**config.mk**
```make
export PLATFORM = sky130hd
export DESIGN_NAME = pcpi_insn_loader
export DESIGN_NICKNAME = d
export VERILOG_FILES = /design/src/rtl/pcpi_insn_loader.sv
export SDC_FILE = /design/constraint.sdc
export NUM_CORES = 1
export LEC_CHECK = 0
export CAP_MARGIN = 20
export CORE_MARGIN = 1
export CORE_UTILIZATION = 28
export DETAILED_ROUTE_END_ITERATION = 10
export GPL_TIMING_DRIVEN = 0
export PLACE_DENSITY_LB_ADDON = 0.1
export RECOVER_POWER = 25
export SYNTH_ARGS = -nofsm -noshare
export SYNTH_HDL_FRONTEND = slang
export SYNTH_SLANG_ARGS = --single-unit
```
**constraint.sdc**
```tcl
create_clock -name clk -period 2.9 [get_ports clk]
set_input_delay 0.58 -clock clk [delete_from_list [all_inputs] [get_ports clk]]
set_output_delay 0.58 -clock clk [all_outputs]
set_load 0.05 [all_outputs]
```
**src/rtl/pcpi_insn_loader.sv**
```systemverilog
// Byte-serial instruction loader feeding a PCPI coprocessor port.
// Optional ISSUE timeout enabled by defining LOADER_TIMEOUT_EN.
module pcpi_insn_loader #(
    parameter int TIMEOUT_CYCLES = 64
) (
    input  logic        clk,
    input  logic        rst,
    input  logic [7:0]  byte_in,
    input  logic        byte_valid,
    output logic        byte_ready,
    output logic        pcpi_valid,
    output logic [31:0] pcpi_insn,
    input  logic        pcpi_ready,
    input  logic        pcpi_wr,
    input  logic [31:0] pcpi_rd,
    output logic        resp_valid,
    output logic [31:0] resp_data,
    output logic        resp_wr,
    output logic        resp_err,
    output logic        resp_timeout
);

    localparam logic [6:0] CUSTOM0 = 7'b0001011;

    typedef enum logic [1:0] {
        COLLECT,
        ISSUE,
        RESP
    } state_t;

    state_t     state;
    state_t     state_nxt;
    logic [1:0] byte_cnt;
    logic       accept;
    logic       last_byte;
    logic       opc_ok;
    logic       opc_bad;
    logic       issue_done;
    logic       issue_to;
    logic       to_expire;

    assign byte_ready = (state == COLLECT);
    assign accept     = byte_valid && byte_ready;
    assign last_byte  = accept && (byte_cnt == 2'd3);
    // byte 0 already sits in pcpi_insn when byte 3 arrives
    assign opc_ok     = last_byte && (pcpi_insn[6:0] == CUSTOM0);
    assign opc_bad    = last_byte && (pcpi_insn[6:0] != CUSTOM0);
    assign issue_done = (state == ISSUE) && pcpi_ready;
    assign issue_to   = (state == ISSUE) && !pcpi_ready && to_expire;

`ifdef LOADER_TIMEOUT_EN
    localparam int TW = (TIMEOUT_CYCLES < 2) ? 1 : $clog2(TIMEOUT_CYCLES + 1);

    logic [TW-1:0] to_cnt;

    assign to_expire = (to_cnt == TW'(TIMEOUT_CYCLES - 1));

    always_ff @(posedge clk or posedge rst) begin
        if (rst) begin
            to_cnt <= '0;
        end else if (state != ISSUE) begin
            to_cnt <= '0;
        end else begin
            to_cnt <= to_cnt + TW'(1);
        end
    end

    always_ff @(posedge clk or posedge rst) begin
        if (rst) begin
            resp_timeout <= 1'b0;
        end else if (issue_done || opc_bad) begin
            resp_timeout <= 1'b0;
        end else if (issue_to) begin
            resp_timeout <= 1'b1;
        end
    end
`else
    assign to_expire    = 1'b0;
    assign resp_timeout = 1'b0;
`endif

    always_comb begin
        state_nxt = state;
        unique case (state)
            COLLECT: begin
                if (opc_ok) begin
                    state_nxt = ISSUE;
                end else if (opc_bad) begin
                    state_nxt = RESP;
                end
            end
            ISSUE: begin
                if (issue_done || issue_to) begin
                    state_nxt = RESP;
                end
            end
            RESP:    state_nxt = COLLECT;
            default: state_nxt = COLLECT;
        endcase
    end

    always_ff @(posedge clk or posedge rst) begin
        if (rst) begin
            state      <= COLLECT;
            byte_cnt   <= 2'd0;
            pcpi_insn  <= '0;
            pcpi_valid <= 1'b0;
            resp_valid <= 1'b0;
            resp_data  <= '0;
            resp_wr    <= 1'b0;
            resp_err   <= 1'b0;
        end else begin
            state      <= state_nxt;
            pcpi_valid <= (state_nxt == ISSUE);
            resp_valid <= (state_nxt == RESP);
            if (accept) begin
                byte_cnt <= byte_cnt + 2'd1;
                pcpi_insn[{byte_cnt, 3'b000} +: 8] <= byte_in;
            end
            if (issue_done) begin
                resp_data <= pcpi_rd;
                resp_wr   <= pcpi_wr;
                resp_err  <= 1'b0;
            end else if (issue_to) begin
                resp_data <= '0;
                resp_wr   <= 1'b0;
                resp_err  <= 1'b0;
            end else if (opc_bad) begin
                resp_data <= '0;
                resp_wr   <= 1'b0;
                resp_err  <= 1'b1;
            end
        end
    end

endmodule

```
Word-level counts from Yosys, hierarchy flattened --
Cells that the tools add are included.
Word-level totals: bits in registers 72, bits in latches 0, bits in writable memories 0, bits in read-only memories 0, bits of input ports 45, word-level logic and storage cells 36, memories kept 0
Cells by class: add/subtract/negate cells 2, multiply operators 0, div/mod/pow operators 0, $lt $le $gt $ge 0, eq/ne operators 6, shifts and indexed selects 2, mux-type cells 11, bitwise operators 0, reductions and logical operators 7
Operators with widths (count):
- two-way mux 32 bit | 2
- bitwise mux 32 bit | 1
- variable shift 8 x 7 -> 32 bit, first input constant | 1
- variable part select 8 x 7 -> 32 bit | 1
- == test 7 x 4 -> 1 bit, second input constant | 1
- inequality test 7 x 4 -> 1 bit, second input constant | 1
- negator 5 -> 7 bit | 1
- two-way mux 2 bit | 3
- logical AND 1 bit | 5
- == test 2 x 1 -> 1 bit, second input constant | 2
- == test 2 bit, second input constant | 2
- two-way mux 1 bit | 4
- one-hot mux 2 bit (2 select lines) | 1
- adder 2 x 1 -> 2 bit, second input constant | 1
- logical NOT 2 bit | 1
- nonzero test 2 bit | 1

Logic depth before layout (Yosys ltp) --
Gate-level depths: netlist of run 1.
depth after elaboration 8, gate-level depth with buffers 6, mapped depth without buffers 5

Least setup slack after synthesis of run 1 --
OpenSTA, ideal clock, no wires.
kind register to register, start point reg state[1], end point reg byte_cnt[1], library setup time 0.125 ns, data arrival time 1.617 ns, required time 2.775 ns, slack 1.158 ns, stages on the path, launching flop included 4, cell sequence dfrtp_1 nor2_1 nand2_1 mux2_2
Between the ends: word-level cells in the longest chain between the ends 2
Ends and longest elaborated chain:
- start, declared | RTL line 31 | state_t state;
- start signal, assigned | RTL line 113 | state <= state_nxt;
- logical NOT 2 bit | RTL line 42 | assign byte_ready = (state == COLLECT);
- via byte_ready | RTL line 10 | output logic byte_ready,
- logical AND 1 bit | RTL line 43 | assign accept = byte_valid && byte_ready;
- end signal, assigned | RTL line 117 | byte_cnt <= byte_cnt + 2'd1;
- end, declared | RTL line 33 | logic [1:0] byte_cnt;
The timed path passes the listed nets, and every way through them passes these cells. A chain may end at the register's enable or synchronous reset.

Final worst setup path of run 1 --
start point reg state[1], end point out byte_ready
Between the ends: word-level cells in the longest chain between the ends 1
Ends and longest elaborated chain (RTL line):
- logical NOT 2 bit | 42
- end, declared | 10
No other way between the ends.

==> flow_metrics.env, run 1 <==
export IMPL_crit_chain="nor2_1 > clkdlybuf4s50_1"
export IMPL_layout_nets=475
export IMPL_finalClockSkew_ps=5.35
export IMPL_io_pins=115
export IMPL_syn_inst=300
export IMPL_maxSlewHeadroom=-0.0277
export IMPL_outcome="finished with violations"
export IMPL_cts_root_buffer="clkbuf_8"
export IMPL_htree_num_levels=3
export IMPL_grt_use_total=0.155
export IMPL_setup_viol=0
export IMPL_antenna_found_initial=0
export IMPL_gp_congestion=0.781
export IMPL_coreArea_um2=10400
export IMPL_leakage_nw=1.89
export IMPL_synth_fp_nets=350
export IMPL_cts_buffers=9
export IMPL_wl_mm=8.29
export IMPL_worstSetupStartpoint="state[1]"
export IMPL_synth_distinct_cells=28
export IMPL_synth_warnings=0
export IMPL_tritoncts="done"
export IMPL_worstMarginPinSlew_ps=1530
export IMPL_setup_ws_ps=478
export IMPL_drtIter0Drc=70
export IMPL_hpwl_mm=5.92
export IMPL_grt_overflow=0
export IMPL_r2r_slack_ps=910
export IMPL_drv_slew=33
export IMPL_cpMaxStageDelayCell="clkdlybuf4s50_1"
export IMPL_wire_per_inst_um=14.6
export IMPL_initial_core_util=0.291
export IMPL_yosysMostFrequentCell="nand2_1"
export IMPL_powerDensity_nw_per_um2=977
export IMPL_die_area_um2=11200
export IMPL_core_rowCount=37
export IMPL_cp_start_kind="flip-flop"
export IMPL_cap_violations=1
export IMPL_ys_top_cells_by_area="dfrtp_1 (60%), nand2_1 (14%), o21ai_0 (9.0%), a22o_1 (2.3%), ha_1 (2.1%)"
export IMPL_violations="capacitance limit, slew limit"
export IMPL_ys_ff_latch=72
export IMPL_synth_top_area_cell="dfrtp_1"
export IMPL_yosysSeqAreaShare=0.597
export IMPL_cpPeakStageDelay_ps=840
export IMPL_portBuffers=113
export IMPL_cts_setup_buffers=0
export IMPL_synth_area_um2=3020
export IMPL_die_h_um=106
export IMPL_finalHoldViolCount=0
export IMPL_dr_pass1_iters=4
export IMPL_vias=2511
export IMPL_rsz0062_at_grt="no"
export IMPL_final_cell_count_no_fill=566
export IMPL_post_route_period_util=0.835
export IMPL_hold_depth=1
export IMPL_clock_sinks=72
export IMPL_required_ps=2320
export IMPL_period_minus_slack_ps=2420
export IMPL_dp_cells=550
export IMPL_die_width_um=106
export IMPL_clkTransAtPathRegs_ps=80
export IMPL_antenna_left=0
export IMPL_grt_max_degree=41
export IMPL_post_place_ws_ps=667
export IMPL_critical_path_class="reg2out"
export IMPL_synth_common_cells="nand2_1 (115), dfrtp_1 (72), o21ai_0 (54)"
export IMPL_syn_to_final_growth_pct=52.3
export IMPL_drive_above_1_share=0.0767
export IMPL_hold_end="resp_err"
export IMPL_clockBufferDepth=2
export IMPL_n_antenna_cell=0
export IMPL_ys_flop_type="dfrtp_1"
export IMPL_max_freq_ghz=0.413
export IMPL_min_from="resp_err"
export IMPL_r2r_start="byte_cnt[0]"
export IMPL_post_route_util=0.443
export IMPL_clkLatencyLatePin_ps=350
export IMPL_ir_drop_mv=0.428
export IMPL_grt_pass1_vias=2452
export IMPL_drc_errors=0
export IMPL_ys_async_sr_fraction=1.00
export IMPL_worst_ep_arrival_time_ps=1840
export IMPL_ctsResizeCount=0
export IMPL_hold_class="reg2reg"
export IMPL_synth_edf_count=0
export IMPL_cp_max_fo=9
export IMPL_avgViaCountPerCell=4.44
export IMPL_syn_area_per_cell_um2=10.1
export IMPL_cts_hold_buf=0
export IMPL_final_fill_count=1035
export IMPL_grt_pass1_wl_mm=13.3
export IMPL_reg2reg_to="pcpi_insn[16]"
export IMPL_synth_top_area_frac=0.597
export IMPL_cp_end_kind="output pin"
export IMPL_worstRegToRegCells=5
## how the worst max path moves through the flow
stage	depth (start not counted)	slack, ps	to
after floorplan	1	500	byte_cnt[0]
after global placement	2	-920	resp_data[22]
after detailed placement	5	670	resp_data[4]
after CTS	2	450	byte_ready
after global routing	2	350	byte_ready
final	2	480	byte_ready
## cells in the final DEF (no fill, tap or decap), types with 4 or more instances in the layout
master and instances:
a22o_1 8, buf_2 4, clkbuf_1 7, clkbuf_8 11
clkdlybuf4s50_1 111, dfrtp_1 72, ha_1 5, inv_1 4
nand2_1 115, o21ai_0 54
## stage by stage
stage	TNS, ps	total power, mW	hold slack, ps	cell area, um^2
finish	0	4.49	481	4590
global placement	-65950	3.50	465	4320
floorplan	0	2.79	533	3020
global route	0	4.73	500	4590
detailed placement	0	3.53	468	4340
CTS	0	4.55	487	4590
## report_power, final
group | switching (mW) | total [mW] | internal [mW]
combinational | 1.36 | 2.05 | 0.691
sequential | 0.178 | 1.43 | 1.25
clock | 0.395 | 1.01 | 0.617
## worst max-delay path, delay by kind of cell (launching register included)
kind | cells | cell delay, ps
and+or+nand+nor | 1 | 190
buffers and inverters | 1 | 840
DFF | 1 | 470
## flip-flops by register name, summed over array words and instances, names as in the netlist
| signal | cells |
|---|---|
| byte_cnt | 2 |
| pcpi_insn | 32 |
| resp_wr | 1 |
| state | 2 |
| resp_data | 32 |
| resp_err | 1 |
| resp_valid | 1 |
| pcpi_valid | 1 |
## kinds of logic after synthesis
logic type / Yosys count / synth area share
xor+xnor: 1 / 0.00290
flops: 72 / 0.597
compound gates: 69 / 0.135
fa+ha+maj: 5 / 0.0207
simple gates: 130 / 0.202
other cells: 1 / 0.00124
mux: 1 / 0.00373
buf+inv: 21 / 0.0365
## layer usage
layer | global-route usage | wire length [um]
met4 | 0.0724 | 179
met5 | 0 | 0
met2 | 0.234 | 3780
met3 | 0.0346 | 374
met1 | 0.212 | 3950
## layout make-up
cell class | instances | area [um^2] | share of cell area
well taps | 136 | 170 | 0.0370
inverters | 5 | 20.0 | 0.00436
clock buffers | 11 | 151 | 0.0330
plain buffers | 16 | 91.3 | 0.0199
flip-flops and latches | 72 | 1800 | 0.392
repair buffers | 114 | 1150 | 0.251
clock inverters | 5 | 103 | 0.0223
multi-input cells | 207 | 1100 | 0.241
(Power assumes the default switching activity.)
==> run 2: changes to the inputs <==
- clock period: 2.9 -> 2 ns (I/O delays scaled with it)
==> run 2 against run 1 <==
  * The run now ends clean
  * Non-clock buffer count is 1 higher
  * Final area is 1.1% lower
  * Cell count stayed put
  * Sequential share of layout area is 0.48 points higher
  * Sequential cell count stayed put
  * Sequential power is 45% higher
  * Global-route usage is 0.099 points lower
  * Clock power is 11% higher
  * Critical path depth is 1 lower
==> flow_metrics.env, run 2 (synthesized netlist as in run 1, its figures left out) <==
export IMPL_final_cell_count_no_fill=566
export IMPL_outcome="finished clean"
export IMPL_wl_mm=8.28
export IMPL_p_total_mw=6.20
export IMPL_worstMarginPinSlew_ps=719
export IMPL_ir_drop_mv=0.571
export IMPL_vias=2517
export IMPL_pwr_share_seq=0.336
export IMPL_mostFrequentLayoutCells="nand2_1 (115), clkdlybuf4s50_1 (105), dfrtp_1 (71)"
export IMPL_finalSetupTns_ps=0
export IMPL_avgViaCountPerCell=4.45
export IMPL_powerDensity_nw_per_um2=1370
export IMPL_htree_num_levels=3
export IMPL_finalClockSkew_ps=13.0
export IMPL_final_fill_count=1064
export IMPL_die_h_um=106
export IMPL_cpPeakStageDelay_ps=810
export IMPL_clock_sinks=72
export IMPL_n_antenna_cell=0
export IMPL_drv_slew=0
export IMPL_die_width_um=106
export IMPL_dp_cells=551
export IMPL_cp_end_kind="output pin"
export IMPL_hold_depth=2
export IMPL_antenna_left=0
export IMPL_hpwl_mm=5.99
export IMPL_antenna_found_initial=0
export IMPL_clkLatencyLatePin_ps=340
export IMPL_cap_violations=0
export IMPL_combPwrFrac=0.483
export IMPL_gp_congestion=0.698
export IMPL_grt_pass1_wl_mm=13.4
export IMPL_syn_to_final_growth_pct=50.5
export IMPL_power_internal_mw=3.40
export IMPL_cp_max_fo=3
export IMPL_coreArea_um2=10400
export IMPL_cp_start_kind="flip-flop"
export IMPL_die_area_um2=11200
export IMPL_setup_viol=0
export IMPL_leakage_nw=1.91
export IMPL_grt_use_total=0.154
export IMPL_hold_class="reg2reg"
export IMPL_initial_core_util=0.291
export IMPL_cp_top_family="buffers and inverters"
export IMPL_drc_errors=0
export IMPL_tritoncts="done"
export IMPL_crit_chain="clkdlybuf4s50_1"
export IMPL_layout_nets=476
export IMPL_period_minus_slack_ps=1930
export IMPL_finalHoldViolCount=0
export IMPL_cpMaxStageDelayCell="clkdlybuf4s50_1"
export IMPL_wire_per_inst_um=14.6
export IMPL_required_ps=1600
export IMPL_cts_hold_buf=0
export IMPL_drive_above_1_share=0.0837
export IMPL_critical_path_depth=1
export IMPL_clockBufferDepth=2
export IMPL_core_rowCount=37
export IMPL_io_pins=115
export IMPL_clkTransAtPathRegs_ps=80
export IMPL_critical_path_class="reg2out"
export IMPL_netSwitchingFraction=0.451
export IMPL_drtIter0Drc=108
export IMPL_maxSlewHeadroom=0.518
export IMPL_portBuffers=113
export IMPL_grt_overflow=0
export IMPL_grt_max_degree=32
export IMPL_dr_pass1_iters=4
export IMPL_cts_buffers=9
export IMPL_worst_ep_arrival_time_ps=1530
export IMPL_pwr_share_clk=0.181
export IMPL_max_freq_ghz=0.518
export IMPL_grt_pass1_vias=2536
export IMPL_worst_path_buf_inv=1
export IMPL_switchingPower_mw=2.80
export IMPL_layout_commonest_cell="nand2_1"
export IMPL_worstRegToRegCells=6
export IMPL_post_route_period_util=0.965
export IMPL_cts_root_buffer="clkbuf_8"
export IMPL_reg_top3="pcpi_insn x32, resp_data x32"
run 2: path summary, 6_finish.rpt:
check	to	slack [ps]	start
min in group asynchronous	pcpi_insn[4]	590	rst
hold reg to reg	pcpi_insn[7]	490	pcpi_insn[7]
max in group asynchronous	pcpi_insn[29]	310	rst
hold / removal	pcpi_insn[7]	490	pcpi_insn[7]
setup reg to reg	pcpi_insn[21]	180	byte_cnt[0]
setup / recovery	pcpi_insn[3]	70	pcpi_insn[3]
run 2: cell type report:
class	instances	area [um^2]	share of cell area
Multi-Input combinational cell	207	1120	0.246
Buffer	15	87.6	0.0193
Clock buffer	10	128	0.0281
Inverter	5	20.0	0.00441
Sequential cell	72	1800	0.397
Tap cell	136	170	0.0375
Clock inverter	5	58.8	0.0130
Timing Repair Buffer	116	1150	0.254
run 2: metrics by stage:
step	utilization	instance area, um^2	setup slack (ps)	hold slack [ps]
global route	0.438	4540	-9.14	510
global placement	0.417	4320	-173	463
floorplan	-	3020	258	498
finish	0.438	4540	70.9	487
CTS	0.438	4540	8.34	398
detailed placement	0.421	4360	-67.0	470
run 2: what timing repair did:
item / in CTS / in global routing
buffers inserted: 0 / 1
gates resized for setup: 6 / 7
pin swaps: 0 / 1
setup endpoints to repair: 6 / 34
run 2: worst min-delay path: cells and delay by family, from the launching register on:
kind	cells	cell delay [ps]
AND/OR/NAND/NOR	1	50
AO/OA/AOI/OAI	1	60
flip-flops	1	350
run 2: power groups by stage:
stage / clock network, mW / registers, mW / logic (mW)
3_3_place_gp: 0 / 2.10 / 2.97
3_5_place_dp: 0 / 2.11 / 3.00
6_report: 1.12 / 2.08 / 2.99
2_1_floorplan: 0 / 3.25 / 0.789
4_1_cts: 1.16 / 2.08 / 2.98
5_1_grt: 1.23 / 2.14 / 3.19
run 2: routing by layer:
layer,vias up,wire [um],GRT usage
li1,1245,-,-
met1,1195,3880,0.209
met2,70,3830,0.238
met3,7,459,0.0371
met4,0,104,0.0605
met5,-,0,0
==> run 3: changes to the inputs <==
- PLACE_DENSITY: unset -> 0.55
- PLACE_DENSITY_LB_ADDON: 0.1 -> unset
==> run 3 against run 2 <==
  * Combinational power barely moved
  * Worst hold slack lost 3.0 ps
  * First-iteration DRC count down 10%
  * Die area unchanged
  * Global-route usage up 0.10 points
  * Clock skew decreased by 1.1 ps
  * Fmax fell by 0.41%
  * Clock power grew 38%
  * Core utilization is 0.55 points higher
  * Via count is 0.40% higher
  * Register-to-register slack hardly changed
==> flow_metrics.env, run 3 (synthesized netlist as in run 1, its figures left out) <==
export IMPL_finalHoldViolCount=0
export IMPL_avgViaCountPerCell=4.47
export IMPL_die_width_um=106
export IMPL_cts_buffers=9
export IMPL_portBuffers=113
export IMPL_io_pins=115
export IMPL_hold_class="reg2reg"
export IMPL_critical_path_class="reg2out"
export IMPL_finalClockSkew_ps=11.8
export IMPL_clkLatencyLatePin_ps=360
export IMPL_post_route_period_util=0.969
export IMPL_grt_max_degree=42
export IMPL_max_freq_ghz=0.516
export IMPL_cts_setup_buffers=0
export IMPL_n_antenna_cell=0
export IMPL_layout_nets=474
export IMPL_drive_above_1_share=0.0816
export IMPL_endpoint="pcpi_insn[22]"
export IMPL_setup_viol=0
export IMPL_leakage_nw=1.95
export IMPL_drc_errors=0
export IMPL_outcome="finished clean"
export IMPL_reg2reg_to="pcpi_insn[3]"
export IMPL_finalSetupTns_ps=0
export IMPL_rsz0062_at_grt="no"
export IMPL_gp_congestion=0.729
export IMPL_tritoncts="done"
export IMPL_reg_top3="pcpi_insn x32, resp_data x32"
export IMPL_p_total_mw=6.60
export IMPL_cpMaxStageDelayCell="clkdlybuf4s50_1"
export IMPL_post_place_ws_ps=-52.9
export IMPL_grt_pass1_vias=2516
export IMPL_grt_overflow=0
export IMPL_grt_pass1_wl_mm=13.3
export IMPL_cap_violations=0
export IMPL_clkTransAtPathRegs_ps=80
export IMPL_setup_ws_ps=62.9
export IMPL_drv_slew=0
export IMPL_coreArea_um2=10400
export IMPL_period_minus_slack_ps=1940
export IMPL_r2r_slack_ps=170
export IMPL_clock_sinks=72
export IMPL_wire_per_inst_um=14.7
export IMPL_r2r_start="byte_cnt[0]"
export IMPL_worstSetupStartpoint="pcpi_insn[22]"
export IMPL_core_rowCount=37
export IMPL_required_ps=1600
export IMPL_cpPeakStageDelay_ps=820
export IMPL_worstMarginPinSlew_ps=707
export IMPL_cp_top_family="buffers and inverters"
export IMPL_die_h_um=106
export IMPL_drtIter0Drc=97
export IMPL_final_fill_count=1043
export IMPL_post_route_util=0.443
export IMPL_mostFrequentLayoutCells="nand2_1 (115), clkdlybuf4s50_1 (104), dfrtp_1 (71)"
export IMPL_antenna_found_initial=0
export IMPL_htree_num_levels=3
export IMPL_syn_to_final_growth_pct=52.4
export IMPL_hpwl_mm=6.08
export IMPL_cts_root_buffer="clkbuf_8"
export IMPL_antenna_left=0
export IMPL_ir_drop_mv=0.433
export IMPL_initial_core_util=0.291
export IMPL_critical_path_depth=1
export IMPL_cp_end_kind="output pin"
export IMPL_die_area_um2=11200
export IMPL_wl_mm=8.30
export IMPL_dr_pass1_iters=4
export IMPL_powerDensity_nw_per_um2=1430
export IMPL_crit_chain="clkdlybuf4s50_1"
export IMPL_grt_use_total=0.155
export IMPL_cp_max_fo=2
export IMPL_vias=2527
export IMPL_worst_path_buf_inv=1
export IMPL_worst_ep_arrival_time_ps=1540
export IMPL_maxSlewHeadroom=0.528
export IMPL_layout_commonest_cell="nand2_1"
export IMPL_clockBufferDepth=2
export IMPL_worstRegToRegCells=5
export IMPL_cp_start_kind="flip-flop"
==> run 3: cell types whose count changed in the layout (fill, tap and decap cells not counted), sizes merged <==
cell / previous run / this run
bufinv: 1 / 4
buf: 10 / 8
clkinv: 2 / 0
clkbuf: 19 / 20
clkdlybuf4s50: 105 / 104
clkinvlp: 3 / 2
dlymetal6s2s: 1 / 2
==> run 3: how the worst min path moves through the flow <==
stage                              from            end  slack, ps  cells after the start
after floorplan              pcpi_ready     pcpi_valid        500                      1
after global placement         resp_err       resp_err        460                      1
after detailed placement       resp_err       resp_err        460                      1
after CTS                      resp_err       resp_err        480                      1
after global routing           resp_err       resp_err        510                      1
final                     pcpi_insn[10]  pcpi_insn[10]        480                      2
==> run 3: final cells by class <==
cell class	instances	area [um^2]	share of cell area
well taps	136	170	0.0370
clock inverters	5	128	0.0278
plain buffers	15	87.6	0.0190
clock buffers	11	141	0.0307
flip-flops and latches	72	1800	0.392
repair buffers	114	1130	0.246
inverters	5	22.5	0.00490
multi-input cells	207	1110	0.242
==> run 3: where the power goes <==
part,switching [mW],internal [mW],total [mW]
logic,1.97,0.989,2.96
clock network,0.565,0.990,1.55
registers,0.262,1.82,2.08
==> run 3: through the flow <==
stage | hold WS (ps) | area [um^2] | instances
2_1_floorplan | 498 | 3020 | 300
3_3_place_gp | 459 | 4320 | 549
3_5_place_dp | 464 | 4340 | 550
4_1_cts | 483 | 4610 | 566
5_1_grt | 514 | 4600 | 565
6_report | 484 | 4600 | 565
==> run 3: timing repair <==
item	in CTS	in global routing
resized for setup	9	4
setup endpoints to repair	8	8
hold buffers	0	0
hold endpoints to repair	0	0
==> run 3: per-layer routing <==
| layer | routed length [um] | GRT usage | vias to the layer above |
|---|---|---|---|
| met5 | 0 | 0 | - |
| met4 | 194 | 0.0853 | 0 |
| met3 | 297 | 0.0247 | 12 |
| met2 | 4040 | 0.247 | 59 |
| met1 | 3770 | 0.202 | 1211 |
| li1 | - | - | 1245 |
